### config.mk
export PLATFORM = sky130hd
export DESIGN_NAME = fifo_rr_arbiter_flat
export DESIGN_NICKNAME = d
export VERILOG_FILES = /design/src/rtl/fifo_rr_arbiter_if.sv /design/src/rtl/fifo_rr_arbiter.sv /design/src/flat_wrapper.sv
export SDC_FILE = /design/constraint.sdc
export NUM_CORES = 1
export LEC_CHECK = 0
export CAP_MARGIN = 20
export CORE_ASPECT_RATIO = 1.1
export CORE_MARGIN = 1
export CORE_UTILIZATION = 44
export CTS_BUF_LIST = sky130_fd_sc_hd__clkbuf_8 sky130_fd_sc_hd__clkbuf_16
export CTS_CLUSTER_DIAMETER = 40
export DETAILED_ROUTE_END_ITERATION = 8
export PLACE_DENSITY = 0.92
export SLEW_MARGIN = 15
export SYNTH_ARGS = -nofsm -noshare
export SYNTH_HDL_FRONTEND = slang
export SYNTH_SLANG_ARGS = --single-unit
### constraint.sdc
create_clock -name clk -period 7.9 [get_ports clk]
set_input_delay 1.185 -clock clk [delete_from_list [all_inputs] [get_ports clk]]
set_output_delay 1.185 -clock clk [all_outputs]
set_load 0.01 [all_outputs]
### src/rtl/fifo_rr_arbiter_if.sv
// Source-side and destination-side handshake bundle for fifo_rr_arbiter.
// The master modport is the arbiter view; slave is the FIFO/consumer view.
interface fifo_rr_arbiter_if #(
  parameter int bits  = 8,
  parameter int ports = 4
);
  localparam int IW = $clog2(ports);

  logic [ports-1:0]      src_not_empty;
  logic [ports*bits-1:0] src_data;
  logic [ports-1:0]      src_last;
  logic [ports-1:0]      src_shift_out;
  logic                  dst_ready;
  logic                  dst_valid;
  logic [bits-1:0]       dst_data;
  logic [IW-1:0]         dst_src;
  logic                  dst_last;
  logic [ports-1:0]      grant;
  logic                  busy;

  modport master (
    input  src_not_empty, src_data, src_last, dst_ready,
    output src_shift_out, dst_valid, dst_data, dst_src, dst_last, grant, busy
  );

  modport slave (
    output src_not_empty, src_data, src_last, dst_ready,
    input  src_shift_out, dst_valid, dst_data, dst_src, dst_last, grant, busy
  );
endinterface

### src/rtl/fifo_rr_arbiter.sv
// Round-robin merge of several look-ahead FIFOs into one registered stream.
// A grant is held for one burst: until the source's last tag or max_burst words.
module fifo_rr_arbiter #(
  parameter int bits      = 8,
  parameter int ports     = 4,
  parameter int max_burst = 4
) (
  input logic               clk,
  input logic               reset,
  fifo_rr_arbiter_if.master bus
);
  localparam int          IW = $clog2(ports);
  localparam int          BW = $clog2(max_burst + 1);
  localparam int unsigned NP = ports;

  localparam logic [0:0] IDLE = 1'b0;
  localparam logic [0:0] LOCK = 1'b1;

  logic [0:0]       state_q, state_d;
  logic [ports-1:0] grant_q, grant_d;
  logic [IW-1:0]    rr_ptr_q, rr_ptr_d;
  logic [BW-1:0]    beat_q, beat_d;
  logic             dst_valid_q, dst_valid_d;
  logic [bits-1:0]  dst_data_q, dst_data_d;
  logic [IW-1:0]    dst_src_q, dst_src_d;
  logic             dst_last_q, dst_last_d;

  logic             load, pop, last_word, found;
  logic [IW-1:0]    winner, cand;
  logic [bits-1:0]  owner_data;
  logic [ports-1:0] shift;

  // First requester after rr_ptr, wrapping modulo ports.
  always_comb begin
    found  = 1'b0;
    winner = '0;
    cand   = '0;
    for (int unsigned i = 1; i <= NP; i++) begin
      cand = IW'((32'(rr_ptr_q) + i) % NP);
      if (!found && bus.src_not_empty[cand]) begin
        found  = 1'b1;
        winner = cand;
      end
    end
  end

  // rr_ptr_q doubles as the owner index while in LOCK.
  assign load       = !dst_valid_q || bus.dst_ready;
  assign pop        = (state_q == LOCK) && load && bus.src_not_empty[rr_ptr_q] && !reset;
  assign owner_data = bus.src_data[int'(rr_ptr_q) * bits +: bits];
  assign last_word  = bus.src_last[rr_ptr_q] || (beat_q == BW'(max_burst - 1));

  always_comb begin
    shift           = '0;
    shift[rr_ptr_q] = pop;
  end

  always_comb begin
    state_d     = state_q;
    grant_d     = grant_q;
    rr_ptr_d    = rr_ptr_q;
    beat_d      = beat_q;
    dst_valid_d = dst_valid_q;
    dst_data_d  = dst_data_q;
    dst_src_d   = dst_src_q;
    dst_last_d  = dst_last_q;
    if (dst_valid_q && bus.dst_ready) dst_valid_d = 1'b0;
    case (state_q)
      IDLE: begin
        if (found) begin
          state_d         = LOCK;
          grant_d         = '0;
          grant_d[winner] = 1'b1;
          rr_ptr_d        = winner;
          beat_d          = '0;
        end
      end
      default: begin
        if (pop) begin
          dst_valid_d = 1'b1;
          dst_data_d  = owner_data;
          dst_src_d   = rr_ptr_q;
          dst_last_d  = last_word;
          beat_d      = beat_q + 1'b1;
          if (last_word) begin
            state_d = IDLE;
            grant_d = '0;
          end
        end
      end
    endcase
  end

  always_ff @(posedge clk) begin
    if (reset) begin
      state_q     <= IDLE;
      grant_q     <= '0;
      rr_ptr_q    <= IW'(ports - 1);
      beat_q      <= '0;
      dst_valid_q <= 1'b0;
      dst_data_q  <= '0;
      dst_src_q   <= '0;
      dst_last_q  <= 1'b0;
    end else begin
      state_q     <= state_d;
      grant_q     <= grant_d;
      rr_ptr_q    <= rr_ptr_d;
      beat_q      <= beat_d;
      dst_valid_q <= dst_valid_d;
      dst_data_q  <= dst_data_d;
      dst_src_q   <= dst_src_d;
      dst_last_q  <= dst_last_d;
    end
  end

  assign bus.src_shift_out = shift;
  assign bus.dst_valid     = dst_valid_q;
  assign bus.dst_data      = dst_data_q;
  assign bus.dst_src       = dst_src_q;
  assign bus.dst_last      = dst_last_q;
  assign bus.grant         = grant_q;
  assign bus.busy          = (state_q == LOCK);
endmodule

### src/flat_wrapper.sv
// flat-port wrapper written by rule: the top's interface ports become plain ports
module fifo_rr_arbiter_flat 
#(
  parameter int bits      = 8,
  parameter int ports     = 4,
  parameter int max_burst = 4
)
  (clk, reset, bus_src_not_empty, bus_src_data, bus_src_last, bus_dst_ready, bus_src_shift_out, bus_dst_valid, bus_dst_data, bus_dst_src, bus_dst_last, bus_grant, bus_busy);
  fifo_rr_arbiter_if #(.bits(bits), .ports(ports)) bus_i ();
  input logic clk;
  input logic reset;
  input wire logic [$bits(bus_i.src_not_empty)-1:0] bus_src_not_empty;
  input wire logic [$bits(bus_i.src_data)-1:0] bus_src_data;
  input wire logic [$bits(bus_i.src_last)-1:0] bus_src_last;
  input wire logic [$bits(bus_i.dst_ready)-1:0] bus_dst_ready;
  output wire logic [$bits(bus_i.src_shift_out)-1:0] bus_src_shift_out;
  output wire logic [$bits(bus_i.dst_valid)-1:0] bus_dst_valid;
  output wire logic [$bits(bus_i.dst_data)-1:0] bus_dst_data;
  output wire logic [$bits(bus_i.dst_src)-1:0] bus_dst_src;
  output wire logic [$bits(bus_i.dst_last)-1:0] bus_dst_last;
  output wire logic [$bits(bus_i.grant)-1:0] bus_grant;
  output wire logic [$bits(bus_i.busy)-1:0] bus_busy;
  assign bus_i.src_not_empty = bus_src_not_empty;
  assign bus_i.src_data = bus_src_data;
  assign bus_i.src_last = bus_src_last;
  assign bus_i.dst_ready = bus_dst_ready;
  assign bus_src_shift_out = bus_i.src_shift_out;
  assign bus_dst_valid = bus_i.dst_valid;
  assign bus_dst_data = bus_i.dst_data;
  assign bus_dst_src = bus_i.dst_src;
  assign bus_dst_last = bus_i.dst_last;
  assign bus_grant = bus_i.grant;
  assign bus_busy = bus_i.busy;
  fifo_rr_arbiter #(.bits(bits), .ports(ports), .max_burst(max_burst)) u_core (.clk(clk), .reset(reset), .bus(bus_i));
endmodule
== Word level (Yosys, flattened, before mapping) ==
Index checks and enable logic that the tools add are counted.
Word-level totals
  register bits after elaboration: 22
  input port bits: 43
  output and inout bits: 21
  word-level logic and storage cells: 86
Operators by class
  $add $sub $neg: 5
  order comparisons: 8
  equal/unequal tests: 3
  shifts and indexed selects: 1
  mux-type cells: 38
  bitwise operators: 2
  reductions and logical operators: 21
Operator list (count)
  32-bit by 6-bit indexed part select with 8-bit output: 1
  1-bit two-way mux: 19
  2-bit by 3-bit < comparator with 1-bit output, second input constant: 6
  4-bit two-way mux: 4
  1-bit binary-select mux with 2-bit select: 6
  1-bit logical AND: 9
  3-bit two-way mux: 3
  2-bit two-way mux: 4
  2-bit AND reduction: 3
  1-bit logical NOT: 5
  2-bit by 1-bit adder with 2-bit output, second input constant: 2
  2-bit adder, second input constant: 2
  4-bit bitwise AND: 1
  1-bit demux with 2-bit select: 2
  2-bit by 1-bit >= comparator with 1-bit output, second input constant: 2
  2-bit != test, second input constant: 2
  3-bit by 1-bit adder with 3-bit output, second input constant: 1
  3-bit by 2-bit == test with 1-bit output, second input constant: 1
  3-bit AND reduction: 1
  1-bit logical OR: 2
  2-bit nonzero test: 1
  1-bit inverter: 1

== Depth between registers and ports, before layout ==
  depth in word-level cells: 19
  depth in mapped cells: 11
  mapped depth without buffers: 7

== Worst setup path after synthesis ==
No wires, ideal clock.
  path kind: input to output
  start point: input bus_src_not_empty[3]
  end point: output bus_src_shift_out[0]
  data arrival time: 2.385 ns
  required time: 6.715 ns
  path slack: 4.330 ns
  stages: 5
  path buffers: 2
  cells stage by stage: mux4_2 > and4_1 > buf_2 > clkbuf_1 > and2_1
Between the ends
  cells in the longest elaborated chain, start to end: 5
RTL lines
  start, declared: line flat_wrapper.sv:12  | input wire logic [$bits(bus_i.src_not_empty)-1:0] bus_src_not_empty;
  1-bit binary-select mux with 2-bit select: line fifo_rr_arbiter.sv:49  | assign pop = (state_q == LOCK) && load && bus.src_not_empty[rr_ptr_q] && !reset;
  1-bit two-way mux (implied by the code): line fifo_rr_arbiter.sv:49
  1-bit logical AND (2 in series): line fifo_rr_arbiter.sv:49
  4-bit bitwise AND (no line)
  end, declared: line flat_wrapper.sv:16  | output wire logic [$bits(bus_i.src_shift_out)-1:0] bus_src_shift_out;
Every way passes these cells. The select of a mux whose other input is x is not followed.

== Final worst setup path ==
  start point: input reset
  end point: output bus_src_shift_out[2]
Between the ends
  cells in the longest elaborated chain, start to end: 3
RTL lines
  start, declared: line flat_wrapper.sv:11  | input logic reset;
  1-bit logical NOT: line fifo_rr_arbiter.sv:49
  1-bit logical AND: line fifo_rr_arbiter.sv:49
  4-bit bitwise AND (no line)
Every way passes these cells.

==> impl_metrics.toml <==
[yosys]
syn_inst = 143
synth_area_um2 = 1400
avgSynthCellArea_um2 = 9.82
synth.distinct_cells = 35
synth-seq-cells = 22
syn-num-nets = 192
ys_seq_area_frac = 0.314
yosys_warnings = 0

[die]
coreArea_um2 = 3050
dieArea_um2 = 3420
io_pins = 64
rows = 21
die_h_um = 61.2
start_util = 0.461
die_x_um = 55.9

[cts]
post_cts_buffers = 0
cts_tree = "done"
clockRootBuffer = "clkbuf_8"
clkLatencyLatePin_ns = 0.26
clk_pin_slew_ns = 0.08
cts_num_sinks = 22
ctsHoldBuffers = 0
cts_buffers = 3
cts_max_level = 1
cts_resized = 0
clockBufferDepth = 2

[run_status]
status = "complete, no violations"

[timing]
whs_ns = 0.456
clock_skew_ns = 0.00830
finalSetupViolCount = 0
drv_slew = 0
rsz0062_at_grt = "no"
fin_tns_setup_ns = 0
min_period_over_period = 0.604
hold_violations = 0
fin_crit_ns = 4.77
fmax_mhz = 210
relSlewSlack = 0.306
tightest_slew_ns = 1.03

[critical_path]
path_delay_family = "buffers and inverters"
worst-path-buf-inv = 3
worstPathCellList = "clkdlybuf4s50_1, inv_1, and4_1, and2_1, clkdlybuf4s50_1"
critical_path_required_ns = 6.71
slowest_delay_ns = 0.75
rr_worst_depth = 6
cp-start-kind = "primary input"
crit_fanout = 19
path_class = "primary input to primary output"
endpoint_kind = "primary output"
critPathSlowestCell = "clkdlybuf4s50_1"
crit_top_cell = "clkdlybuf4s50_1"
arrival_ns = 3.59
cp.depth = 5

[place]
placed_cell_area_um2 = 2020
hpwl_um = 2780
gp_congestion = 0.810
io_buffer_count = 63

[worst_hold_path]
worstHoldPathType = "register to register"
worstHoldPathCells = 2

[finish]
diodes = 0
area_delta_synth_final_pct = 48.1
drive_gt1_frac = 0.109
fillCellCount = 254
finish.instance_area_um2 = 2080
nNetsFinal = 251

[detailed_routing]
ant_nets = 0
drt_iter0_drc = 11
routed_wl_um = 3610
wire_per_inst_um = 15.4
vias = 1322
first_pass_iters = 4
via_per_inst = 5.63
route.detailed.drc = 0

[power_and_ir_drop]
seqPwrFrac = 0.296
vdd_drop_max_mv = 0.183
p_leak_nw = 0.774
switching_share = 0.370
powerDensity_nw_per_um2 = 244
power_frac_comb = 0.547
p_clk_frac = 0.156
p_int_uw = 320
net-switching-power_uw = 187

[global_routing]
grt_pass1_vias = 1299
grt-ovfl-total = 0
grt_max_degree = 26
antenna_found_initial = 0
grtUsageTotal = 0.224
grt_pass1_wl_um = 5840

[flow_run]
maxCapViolCount = 0
## final timing paths
kind | from | to | slack, ns
min | u_core.bus.dst_data[0] | u_core.bus.dst_data[0] | 0.46
max | reset | bus_src_shift_out[2] | 3.13
max reg2reg | u_core.rr_ptr_q[1] | u_core.bus.grant[0] | 4.48
min reg2reg | u_core.bus.dst_data[0] | u_core.bus.dst_data[0] | 0.46
## per-stage QoR
| step | utilization | worst slack, ns | total power [mW] | std cells |
|---|---|---|---|---|
| 2_1_floorplan | - | 4.33 | 0.353 | 143 |
| 3_3_place_gp | 0.664 | 3.20 | 0.426 | 231 |
| 3_5_place_dp | 0.664 | 3.16 | 0.431 | 231 |
| 4_1_cts | 0.682 | 3.16 | 0.510 | 235 |
| 5_1_grt | 0.682 | 2.95 | 0.539 | 235 |
| 6_report | 0.682 | 3.13 | 0.507 | 235 |
## worst reg2reg max path: cells and delay by family, from the launching register on
| kind | cells | cell delay (ns) |
|---|---|---|
| simple gates | 1 | 0.13 |
| mux | 1 | 0.58 |
| flops | 1 | 0.80 |
| fa+ha+maj | 1 | 0.47 |
| buf+inv | 1 | 0.24 |
| compound gates | 2 | 1.09 |
## layer usage
metal  up-vias  global-route usage  wire (um)
met5         -                   0          0
met4         0               0.115         95
met3         8              0.0252        165
met2        41               0.420       1830
met1       632               0.260       1520
li1        641                   -          -
## power by group through the flow
stage	Sequential (mW)	Clock [mW]	Combinational (mW)
after global placement	0.152	0	0.274
after global routing	0.153	0.0836	0.302
after detailed placement	0.153	0	0.278
final	0.150	0.0792	0.278
after CTS	0.150	0.0804	0.280
after floorplan	0.152	0	0.201
## layout make-up
| cell class | instances | area [um2] | share of cell area |
|---|---|---|---|
| clock buffer | 4 | 55.1 | 0.0265 |
| inverter | 7 | 26.3 | 0.0126 |
| multi-input combinational | 104 | 877 | 0.422 |
| sequential | 22 | 440 | 0.212 |
| tap | 34 | 42.5 | 0.0205 |
| timing repair buffer | 64 | 638 | 0.307 |
## cells by family (layout without fill, tap and decap cells)
| family | count (synthesis) | in the layout | synth area share |
|---|---|---|---|
| AOI/OAI and AO/OA | 29 | 29 | 0.146 |
| muxes | 17 | 17 | 0.241 |
| adders and majority gates | 6 | 6 | 0.0535 |
| and+or+nand+nor | 50 | 50 | 0.172 |
| DFF | 22 | 22 | 0.314 |
| buffers and inverters | 17 | 75 | 0.0615 |
| xor gates and xnor gates | 2 | 2 | 0.0125 |
## cell usage in the layout, fill, tap and decap left out, types with 2 or more instances in the layout
cell type | netlist | routed
inv_1 | 7 | 7
dfxtp_1 | 22 | 22
nand2b_1 | 2 | 2
nand3_1 | 2 | 2
a31o_1 | 2 | 2
and2_1 | 4 | 4
a311oi_1 | 2 | 2
xnor2_1 | 2 | 2
and4_1 | 3 | 3
mux2i_1 | 3 | 3
nand4_1 | 3 | 3
clkbuf_8 | 0 | 4
nand2_1 | 25 | 25
ha_1 | 6 | 6
a21oi_1 | 14 | 14
nor2_1 | 7 | 7
mux4_2 | 12 | 12
o31ai_1 | 2 | 2
a211oi_2 | 2 | 2
clkdlybuf4s50_1 | 0 | 63
## synthesized netlist by cell type (all sizes together)
cell type | instances | area, um2
nand2 | 25 | 93.8
a31oi | 1 | 6.26
xnor2 | 2 | 17.5
dfxtp | 22 | 440
buf | 6 | 45.0
mux2 | 1 | 11.3
a311oi | 2 | 17.5
a22oi | 1 | 7.51
and2 | 4 | 25.0
and4 | 3 | 26.3
o221ai | 1 | 8.76
nand4 | 3 | 18.8
clkbuf | 4 | 15.0
nand3 | 2 | 10.0
mux2i | 3 | 30.0
nand2b | 2 | 12.5
ha | 6 | 75.1
a31o | 2 | 17.5
o31ai | 2 | 15.0
nor2 | 8 | 32.5
nor3 | 1 | 10.0
or3 | 1 | 6.26
a221oi | 1 | 8.76
o41ai | 1 | 16.3
mux4 | 13 | 297
o21ai | 1 | 5.00
o211ai | 1 | 7.51
inv | 7 | 26.3
nor2b | 1 | 6.26
a21oi | 14 | 70.1
a211oi | 2 | 25.0
## flip-flops by register name, summed over array words and instances (netlist names)
name and count:
u_core.beat_q 3, u_core.bus.busy 1, u_core.bus.dst_data 8, u_core.bus.dst_last 1, u_core.bus.dst_src 2, u_core.bus.dst_valid 1, u_core.bus.grant 4, u_core.rr_ptr_q 2
(Power assumes the default switching activity.)
